File: config.mk
export PLATFORM = sky130hd
export DESIGN_NAME = placar_acumulador
export DESIGN_NICKNAME = d
export VERILOG_FILES = /design/src/rtl/placar_acumulador.sv
export SDC_FILE = /design/constraint.sdc
export NUM_CORES = 1
export LEC_CHECK = 0
export CAP_MARGIN = 5
export CORE_MARGIN = 4
export CORE_UTILIZATION = 40
export CTS_CLUSTER_SIZE = 20
export DETAILED_ROUTE_END_ITERATION = 8
export GPL_TIMING_DRIVEN = 0
export SLEW_MARGIN = 15
export SYNTH_ARGS = -nofsm -noshare
export SYNTH_HDL_FRONTEND = slang
export SYNTH_SLANG_ARGS = --single-unit
File: constraint.sdc
create_clock -name i_clk -period 5.85 [get_ports i_clk]
set_clock_uncertainty 0.1 [all_clocks]
set_input_delay 1.4625 -clock i_clk [delete_from_list [all_inputs] [get_ports i_clk]]
set_output_delay 1.4625 -clock i_clk [all_outputs]
set_load 0.1 [all_outputs]
File: src/rtl/placar_acumulador.sv
// Scoreboard front end: syncs and debounces three buttons and keeps a saturating 7-bit score.
// Latency: btn rise first sampled at edge E is visible on o_pontos after edge E+DEBOUNCE_CYCLES+3.
module placar_acumulador #(
    parameter int DEBOUNCE_CYCLES = 500000,
    parameter int CNT_W           = 19,
    parameter int MAX_SCORE       = 99,
    parameter int PTS0            = 1,
    parameter int PTS1            = 2,
    parameter int PTS2            = 3
) (
    input  logic       i_clk,
    input  logic       i_rst,
    input  logic [2:0] i_btn,
    input  logic       i_sinal,
    input  logic       i_ch,
    input  logic       i_carregar,
    input  logic [6:0] i_chave,
    output logic [6:0] o_pontos,
    output logic       o_atualizado,
    output logic       o_saturou
);
    localparam logic [CNT_W-1:0] CNT_LAST = CNT_W'(DEBOUNCE_CYCLES - 1);
    localparam logic [6:0]       MAX7     = 7'(MAX_SCORE);

    logic [5:0] w_async;
    logic [5:0] r_sync1;
    logic [5:0] r_sync2;
    logic [2:0] w_btn_s;
    logic       w_sinal_s;
    logic       w_ch_s;
    logic       w_carr_s;

    assign w_async = {i_carregar, i_ch, i_sinal, i_btn};

    always_ff @(posedge i_clk) begin
        if (i_rst) begin
            r_sync1 <= '0;
            r_sync2 <= '0;
        end else begin
            r_sync1 <= w_async;
            r_sync2 <= r_sync1;
        end
    end

    assign w_btn_s   = r_sync2[2:0];
    assign w_sinal_s = r_sync2[3];
    assign w_ch_s    = r_sync2[4];
    assign w_carr_s  = r_sync2[5];

    // Accepted level flips only after DEBOUNCE_CYCLES consecutive differing samples.
    logic [2:0] w_est;
    for (genvar g = 0; g < 3; g++) begin : g_deb
        logic [CNT_W-1:0] r_cnt;
        logic             r_est;

        always_ff @(posedge i_clk) begin
            if (i_rst) begin
                r_cnt <= '0;
                r_est <= 1'b0;
            end else if (w_btn_s[g] == r_est) begin
                r_cnt <= '0;
            end else if (r_cnt == CNT_LAST) begin
                r_est <= w_btn_s[g];
                r_cnt <= '0;
            end else begin
                r_cnt <= r_cnt + 1'b1;
            end
        end

        assign w_est[g] = r_est;
    end

    logic [2:0] r_est_d;
    logic [2:0] r_press;
    logic       r_ch_d;
    logic       r_carr_d;

    always_ff @(posedge i_clk) begin
        if (i_rst) begin
            r_est_d  <= '0;
            r_press  <= '0;
            r_ch_d   <= 1'b0;
            r_carr_d <= 1'b0;
        end else begin
            r_est_d  <= w_est;
            r_press  <= w_est & ~r_est_d;
            r_ch_d   <= w_ch_s;
            r_carr_d <= w_carr_s;
        end
    end

    logic [7:0] w_delta;
    logic [7:0] w_sum;
    logic [6:0] w_next;
    logic       w_wr;
    logic       w_sat;
    logic [6:0] r_pontos;
    logic       r_atualizado;
    logic       r_saturou;

    always_comb begin
        w_delta = '0;
        if (r_press[0]) w_delta = w_delta + 8'(PTS0);
        if (r_press[1]) w_delta = w_delta + 8'(PTS1);
        if (r_press[2]) w_delta = w_delta + 8'(PTS2);
    end

    // 8-bit sum so an add near the top cannot wrap before the clip test.
    assign w_sum = {1'b0, r_pontos} + w_delta;

    always_comb begin
        w_next = r_pontos;
        w_wr   = 1'b0;
        w_sat  = 1'b0;
        if (w_ch_s) begin
            w_next = MAX7;
            w_wr   = ~r_ch_d;
        end else if (w_carr_s && !r_carr_d) begin
            w_wr = 1'b1;
            if (i_chave > MAX7) begin
                w_next = MAX7;
                w_sat  = 1'b1;
            end else begin
                w_next = i_chave;
            end
        end else if (|r_press) begin
            w_wr = 1'b1;
            if (!w_sinal_s) begin
                if (w_sum > {1'b0, MAX7}) begin
                    w_next = MAX7;
                    w_sat  = 1'b1;
                end else begin
                    w_next = w_sum[6:0];
                end
            end else begin
                if (w_delta > {1'b0, r_pontos}) begin
                    w_next = '0;
                    w_sat  = 1'b1;
                end else begin
                    w_next = r_pontos - w_delta[6:0];
                end
            end
        end
    end

    always_ff @(posedge i_clk) begin
        if (i_rst) begin
            r_pontos     <= '0;
            r_atualizado <= 1'b0;
            r_saturou    <= 1'b0;
        end else begin
            r_pontos     <= w_next;
            r_atualizado <= w_wr;
            r_saturou    <= w_sat;
        end
    end

    assign o_pontos     = r_pontos;
    assign o_atualizado = r_atualizado;
    assign o_saturou    = r_saturou;

endmodule

Word level (Yosys, flattened, before mapping)
Cells that the tools add are included.

Logic and storage cells: 69. Bits in registers: 89.

Muxes and demuxes: 19. $add $sub $neg: 7. Reduce and logical (&&, ||, !) cells: 12. $lt $le $gt $ge: 3. Equal/unequal tests: 6. Bitwise gates (word level): 6.

Operators with widths (number): 19-bit by 1-bit adder with 19-bit output (second input constant) (3); 19-bit == test (second input constant) (3); 7-bit two-way mux (7); 8-bit by 2-bit adder with 8-bit output (second input constant) (2); 8-bit two-way mux (2); 3-bit OR reduction (4); 1-bit two-way mux (10); 7-bit by 8-bit adder with 8-bit output (1); 8-bit by 7-bit > comparator with 1-bit output (1); 8-bit by 7-bit > comparator with 1-bit output (second input constant) (1); 7-bit > comparator (second input constant) (1); 7-bit subtractor (1); 2-bit AND reduction (3); 1-bit NOT (4); 3-bit bitwise AND (1); 1-bit == test (3); 3-bit NOT (1); 3-bit nonzero test (1); 2-bit nonzero test (1); 2-bit OR reduction (1); 1-bit logical AND (1); 1-bit logical NOT (1).

Logic depth before layout (Yosys ltp)
Gate-level depths: netlist of the first run.

Word-level depth: 12. Mapped depth: 11.

Worst setup path before layout of the first run
Ideal clock, no wire load.

Kind: flip-flop to flip-flop. From: register r_pontos[1] (netlist: o_pontos[1]). To: register r_pontos[3] (netlist: o_pontos[3]). Setup time: 0.122 ns. Buffers on the path: 0. Clock period less this slack: 3.204 ns. Stages on the path, launching flop included: 9. Slack: 2.646 ns. Arrival time: 2.983 ns. Path through: dfxtp_1 inv_1 ha_1 or2b_4 a221oi_2 nand2_1 nor3_1 nor3_2 o311a_1.

Word-level cells in the longest chain between the ends: 6.

RTL lines: start, declared (RTL line 97) `logic [6:0] r_pontos;`; start signal, assigned (RTL line 152) `r_pontos <= w_next;`; 7-bit by 8-bit adder with 8-bit output (RTL line 109) `assign w_sum = {1'b0, r_pontos} + w_delta;`; 8-bit by 7-bit > comparator with 1-bit output (RTL line 129) `if (w_sum > {1'b0, MAX7}) begin`; 7-bit two-way mux (RTL line 129); 7-bit two-way mux * (RTL line 128) `if (!w_sinal_s) begin`; 7-bit two-way mux * (RTL line 126) `end else if (|r_press) begin`; 7-bit two-way mux * (RTL line 118) `end else if (w_carr_s && !r_carr_d) begin`.

Mark *: on every way between the ends. The rest lies on a longest branch, timed or not. The select of a mux whose other input is x is not followed. A chain may end at the register's enable or synchronous reset.

Final worst setup path of the first run
From: register r_pontos[0] (netlist: o_pontos[0]). To: output port o_pontos[0].

RTL lines: end, declared (RTL line 18) `output logic [6:0] o_pontos,`.

No word-level cell between the ends.

==> results of run 1 <==
==> power groups by stage <==
stage	clock network (mW)	logic, mW	registers (mW)
finish	0.456	0.116	0.623
global route	0.503	0.125	0.624
floorplan	0	0.0557	0.664
detailed placement	0	0.116	0.637
CTS	0.474	0.116	0.623
global placement	0	0.116	0.637
==> stage by stage <==
stage / area, sq um / instances
after CTS: 4900 / 668
after global placement: 4680 / 652
final: 4900 / 668
after detailed placement: 4680 / 652
after global routing: 4900 / 668
after floorplan: 4280 / 493
==> worst min path at each step <==
| stage | slack [ps] | to | cells past startpoint | from |
|---|---|---|---|---|
| final | 280 | r_press[0] | 1 | r_est_d[0] |
| after global routing | 290 | r_press[0] | 1 | r_est_d[0] |
| after CTS | 290 | r_press[2] | 1 | r_est_d[2] |
| after detailed placement | 270 | r_press[2] | 1 | r_est_d[2] |
| after global placement | 270 | r_press[1] | 1 | r_est_d[1] |
| after floorplan | 270 | r_press[0] | 1 | r_est_d[0] |
==> cells by family after synthesis <==
logic type                 after synthesis
buffers and inverters                   32
AOI/OAI and AO/OA                       43
and+or+nand+nor                        246
xor gates and xnor gates                62
adders and majority gates               17
DFF                                     89
muxes                                    4
==> registers in the layout (all words and copies together) (netlist names) <==
register / cells
g_deb.r_cnt: 57
o_saturou: 1
r_sync1: 6
r_ch_d: 1
r_sync2: 6
g_deb.r_est: 3
r_press: 3
r_carr_d: 1
o_pontos: 7
o_atualizado: 1
r_est_d: 3
==> placed cells by master (no fill, tap or decap), drive strengths merged, types with 4 or more instances in the layout <==
cell type      count
and4               7
nor4b              5
nor2b             27
and3               4
a21oi             12
ha                15
xnor2             23
nor2              92
inv               20
buf               10
nand2             36
clkdlybuf4s50     23
nor3              17
dfxtp             89
nand4             14
a31oi              5
o21ai             10
or3                4
clkbuf            13
nand3             22
nand2b             6
xor2              39
mux2i              4
nor4               6
==> layout make-up <==
type	count	area (sq um)
fill	1024	5470
clock inverter	7	100
clock buffer	9	124
timing repair buffer	23	230
buffer	14	73.8
sequential	89	1780
tap	136	170
multi-input combinational	372	2360
inverter	18	67.6
==> layer usage <==
| metal | wire [um] | vias to the layer above |
|---|---|---|
| met5 | 0 | - |
| met4 | 93 | 0 |
| met3 | 312 | 9 |
| met2 | 3740 | 51 |
| met1 | 4070 | 1529 |
| li1 | - | 1736 |
==> out/metrics.cfg, run 1 <==
[place]
portBuffers=23
gp_congestion=0.823
pre_cts_ws_ps=2360
dp_hpwl_mm=6.05

[synthesis]
synth_seq_cells=89
synthSimpleGateAreaFrac=0.290
synth_ff_type=dfxtp_1
netlist_top_cells_area=dfxtp_1 42%, xor2_1 8.0%, nor2_1 7.9%
synth_compound_area_frac=0.0711
synth.area.mux_share=0.00936
syn-cell-area_sq_um=4280
synth-xor-area-share=0.127
synth-seq-area-share=0.416
avgSynthCellArea_sq_um=8.68
synth_enable_flop_cells=0
synth.most_common_cell=nor2_1
synth_top_cell_by_area=dfxtp_1
syn_inst=493
synth_nets=525
synthAdderAreaFrac=0.0532
netlist.area_leader.share=0.416
netlist-cell-type-count=53
yosys-top-cells-count=90 x nor2_1, 89 x dfxtp_1, 39 x xor2_1
synth_warnings=0
async_flop_share=0
synth_top_family_by_area=simple AND/OR/NAND/NOR gates

[global_routing]
first_global_vias=3200
use_met3=0.0337
grtUsageTotal=0.140
antenna_found_initial=0
grt_pass1_wl_mm=14.7
grtUsageMet1=0.187
grt_max_degree=19
met2_usage=0.228
grt.busiest_layer=met2
grt_overflow_total=0

[floorplanning]
coreArea_sq_um=10400
dieHeight_um=111
ios=24
rows=37
initial_utilization=0.413
die_w_um=111
die_area_sq_um=12400

[layout]
utilization=0.473
drive_above_1_share=0.0639
final_nets=559
num_antenna_cells=0
syn_to_final_growth_pct=14.6

[timing]
fin_crit_ps=3560
worst_slew_pin_slew_ps=971
max_freq_mhz=281
drv_slew=0
setup_viol=0
worst_slack_ps=2290
rsz0062_at_grt=no
finalSetupTns_ps=0
whs_ps=284
fin_crit_sh=0.608
hold_viol=0
relSlewSlack=0.351

[power_and_ir_drop]
clkPwrFrac=0.382
p_int_mw=0.867
p_per_area_nw_per_um2=244
switching_share=0.274
max-vdd-ir-drop_v=0.000152
switching_power_mw=0.327
leakage_nw=1.64
p_comb_frac=0.097
finalPower_mw=1.19
pwr-share-seq=0.521

[clocking]
cts_tree=done
htree_num_levels=3
post_cts_resized=0
clk_path_buf_depth=2
cts_root_buffer=clkbuf_8
cts_hold_buffers=0
cts_buffers=9
cts.sinks=89
post_cts_buffers=0
clock_latency_ps=350
cts.reportedPaths.clkPinSlew_ps=100

[critical_path]
cp_cell_sequence=clkdlybuf4s50_1
path_buf_inv=1
cp-startpoint=o_pontos[0]
cp.depth=1
worstReg2RegEnd=o_pontos[1]
r2r-start=r_press[0]
r2r_slack_ps=2350
critPathMaxFanout=6
path_class=flip-flop to primary output
crit_family=buffers and inverters
worst_setup_path_start_kind=flip-flop
endpoint=o_pontos[0]
ff2ff_path_depth=11
slowest_delay_ps=1180
worstPathArrival_ps=2000
cp_slowest_cell=clkdlybuf4s50_1
cp-end-kind=primary output
worstPathRequired_ps=4290

[drt]
drtAntennaViolNets=0
first_iter_violations=138
routed_via_density=4.98
wl_per_cell_um=12.3
drc_errors=0
dr.pass1.iters=4
routed_wirelength_mm=8.21
vias=3325

[outcome]
status=completed

[worst_hold_path]
hold_path.class=flip-flop to flip-flop

[run]
drv_cap=0

Power figures use the tool's default switching activity.
==> run 2, diff against run 1 <==
==> constraint.sdc (replaced) <==
create_clock -name i_clk -period 3.2 [get_ports i_clk]
set_clock_uncertainty 0.1 [all_clocks]
set_input_delay 0.8 -clock i_clk [delete_from_list [all_inputs] [get_ports i_clk]]
set_output_delay 0.8 -clock i_clk [all_outputs]
set_load 0.1 [all_outputs]
==> out/metrics.cfg, run 2 (synthesized netlist as in run 1, its figures left out) <==
[clocking]
cts_tree=done  ; unchanged
cts_buffers=9  ; unchanged
cts.reportedPaths.clkPinSlew_ps=80  ; was 100 ps
htree_num_levels=3  ; unchanged
clk_path_buf_depth=2  ; unchanged
cts.sinks=89  ; unchanged
clock_latency_ps=360  ; was 350 ps
cts_root_buffer=clkbuf_8  ; unchanged

[critical_path]
ff2ff_path_depth=11  ; unchanged
critPathMaxFanout=5  ; was 6
worstPathArrival_ps=3200  ; was 2000 ps
worst_setup_path_start_kind=flip-flop  ; unchanged
cp-end-kind=flip-flop  ; was primary output
path_class=flip-flop to flip-flop  ; was flip-flop to primary output
worstReg2RegEnd=o_pontos[1]  ; unchanged
r2r_slack_ps=130  ; was 2350 ps
worstPathRequired_ps=3330  ; was 4290 ps
r2r-start=r_press[0]  ; unchanged

[global_routing]
first_global_vias=3142  ; was 3200
use_met3=0.0272  ; was 0.0337
met2_usage=0.226  ; was 0.228
grt_pass1_wl_mm=14.7  ; about the same
grtUsageTotal=0.142  ; was 0.140
grt.busiest_layer=met2  ; unchanged
antenna_found_initial=0  ; unchanged
grtUsageMet1=0.190  ; was 0.187
grt_overflow_total=0  ; unchanged
grt_max_degree=16  ; was 19

[floorplanning]
dieHeight_um=111  ; unchanged
die_w_um=111  ; unchanged
die_area_sq_um=12400  ; unchanged
rows=37  ; unchanged
coreArea_sq_um=10400  ; unchanged
initial_utilization=0.413  ; unchanged
ios=24  ; unchanged

[layout]
top_register=g_deb.r_cnt  ; unchanged
num_antenna_cells=0  ; unchanged
final_cell_count_no_fill=668  ; unchanged
final_cell_mix=90 x nor2_1, 88 x dfxtp_1, 39 x xor2_1  ; was 90 x nor2_1, 89 x dfxtp_1, 39 x xor2_1
regArea_sq_um=1780  ; about the same
layout_commonest_cell=nor2_1  ; unchanged
nFillCells=1031  ; was 1024
final_nets=559  ; unchanged
multiInputGateArea_sq_um=2400  ; was 2360 sq um
design_area_sq_um=4930  ; was 4900 sq um
largest_reg_flops=57  ; unchanged
drive_above_1_share=0.0714  ; was 0.0639
syn_to_final_growth_pct=15.1  ; was 14.6%

[place]
place_area_sq_um=4680  ; about the same
portBuffers=23  ; unchanged
gp_congestion=0.832  ; was 0.823
dpl.cell_count=652  ; unchanged
dp_hpwl_mm=6.28  ; was 6.05 mm

[timing]
hold_viol=0  ; unchanged
fin_crit_sh=0.959
fin_crit_ps=3070
setup_viol=0  ; unchanged
max_freq_mhz=326
worst_slew_pin_slew_ps=969  ; was 971 ps
relSlewSlack=0.352  ; was 0.351
drv_slew=0  ; unchanged

[outcome]
status=completed  ; unchanged

[power_and_ir_drop]
switching_share=0.259  ; was 0.274
leakage_nw=1.65  ; was 1.64 nW
p_comb_frac=0.101  ; was 0.097
switching_power_mw=0.556  ; was 0.327 mW
p_int_mw=1.59  ; was 0.867 mW
finalPower_mw=2.14  ; was 1.19 mW
max-vdd-ir-drop_v=0.000189  ; was 0.000152 V
clkPwrFrac=0.368  ; was 0.382
p_per_area_nw_per_um2=435  ; was 244 nW/um^2
pwr-share-seq=0.531  ; was 0.521

[drt]
wl_per_cell_um=12.8  ; was 12.3 um
drc_errors=0  ; unchanged
drtAntennaViolNets=0  ; unchanged
routed_via_density=5.04  ; was 4.98
routed_wirelength_mm=8.53  ; was 8.21 mm
vias=3370  ; was 3325
dr.pass1.iters=4  ; unchanged
first_iter_violations=170  ; was 138

[worst_hold_path]
hold_path.class=flip-flop to flip-flop  ; unchanged
hold_start=r_est_d[2]  ; was r_est_d[0]
min_to=r_press[2]  ; was r_press[0]
hold-path-cell-count=1  ; unchanged

[run]
drv_cap=0  ; unchanged

==> run 2: cell types whose count changed in the layout (fill, tap and decap cells not counted), sizes merged <==
cell / before / now
clkinvlp: 2 / 1
clkbuf: 13 / 14
==> run 2: power by group through the flow <==
stage | Combinational, mW | Clock (mW) | Sequential, mW
finish | 0.217 | 0.789 | 1.14
global route | 0.233 | 0.873 | 1.14
CTS | 0.215 | 0.818 | 1.14
detailed placement | 0.212 | 0 | 1.16
global placement | 0.211 | 0 | 1.16
floorplan | 0.102 | 0 | 1.21
==> run 2: routing by layer <==
layer | vias up | routed length [um]
li1 | 1730 | -
met4 | 0 | 148
met5 | - | 0
met2 | 54 | 3910
met1 | 1575 | 4200
met3 | 11 | 265
==> run 2: per-stage QoR <==
stage | hold slack [ps] | setup TNS, ps | setup WS, ps | util
after floorplan | 267 | 0 | 37.4 | -
after CTS | 296 | 0 | 2.85 | 0.473
after global routing | 310 | -11.4 | -7.27 | 0.475
after detailed placement | 282 | -1690 | -343 | 0.451
after global placement | 272 | -1470 | -306 | 0.451
final | 292 | 0 | 132 | 0.475
==> run 2: critical path, stage by stage (launching register included) <==
cell	delay, ps
dfxtp_1	350
inv_1	60
ha_1	320
mux2i_4	240
inv_1	120
fa_2	440
nor2_4	170
nand3_1	160
a2111oi_4	380
nor3_2	120
nor3_4	350
a31oi_1	130
==> run 2: what timing repair did <==
item	4_1_cts	5_1_grt
hold buffers	0	0
endpoints found under the hold margin	0	0
resized for setup	3	5
setup endpoints to repair	6	6
pin swaps	1	1
buffers inserted	0	0
==> run 2: cell type report <==
class                      instances  area share
buffer                            14      0.0150
clock buffer                      10      0.0279
clock inverter                     6      0.0132
inverter                          18      0.0137
multi-input combinational        372       0.487
sequential                        89       0.362
tap                              136      0.0345
timing repair buffer              23      0.0467
==> run 2: how the worst max path moves through the flow <==
| stage | startpoint | endpoint | slack, ps |
|---|---|---|---|
| finish | r_press[0] | o_pontos[1] | 130 |
| floorplan | o_pontos[0] | o_pontos[1] | 40 |
| global placement | r_press[0] | o_pontos[3] | -310 |
| global route | r_press[0] | o_pontos[3] | -7 |
| detailed placement | r_press[0] | o_pontos[1] | -340 |
| CTS | r_press[0] | o_pontos[1] | 3 |
==> run 3, diff against run 2 <==
--- a/config.mk
+++ b/config.mk
@@ -11,6 +11,7 @@
 export CTS_CLUSTER_SIZE = 20
 export DETAILED_ROUTE_END_ITERATION = 8
 export GPL_TIMING_DRIVEN = 0
+export HOLD_SLACK_MARGIN = 0.1
 export SLEW_MARGIN = 15
 export SYNTH_ARGS = -nofsm -noshare
 export SYNTH_HDL_FRONTEND = slang
==> results of run 3 <==
Final layout, timing and power as in run 2 (identical DEF).
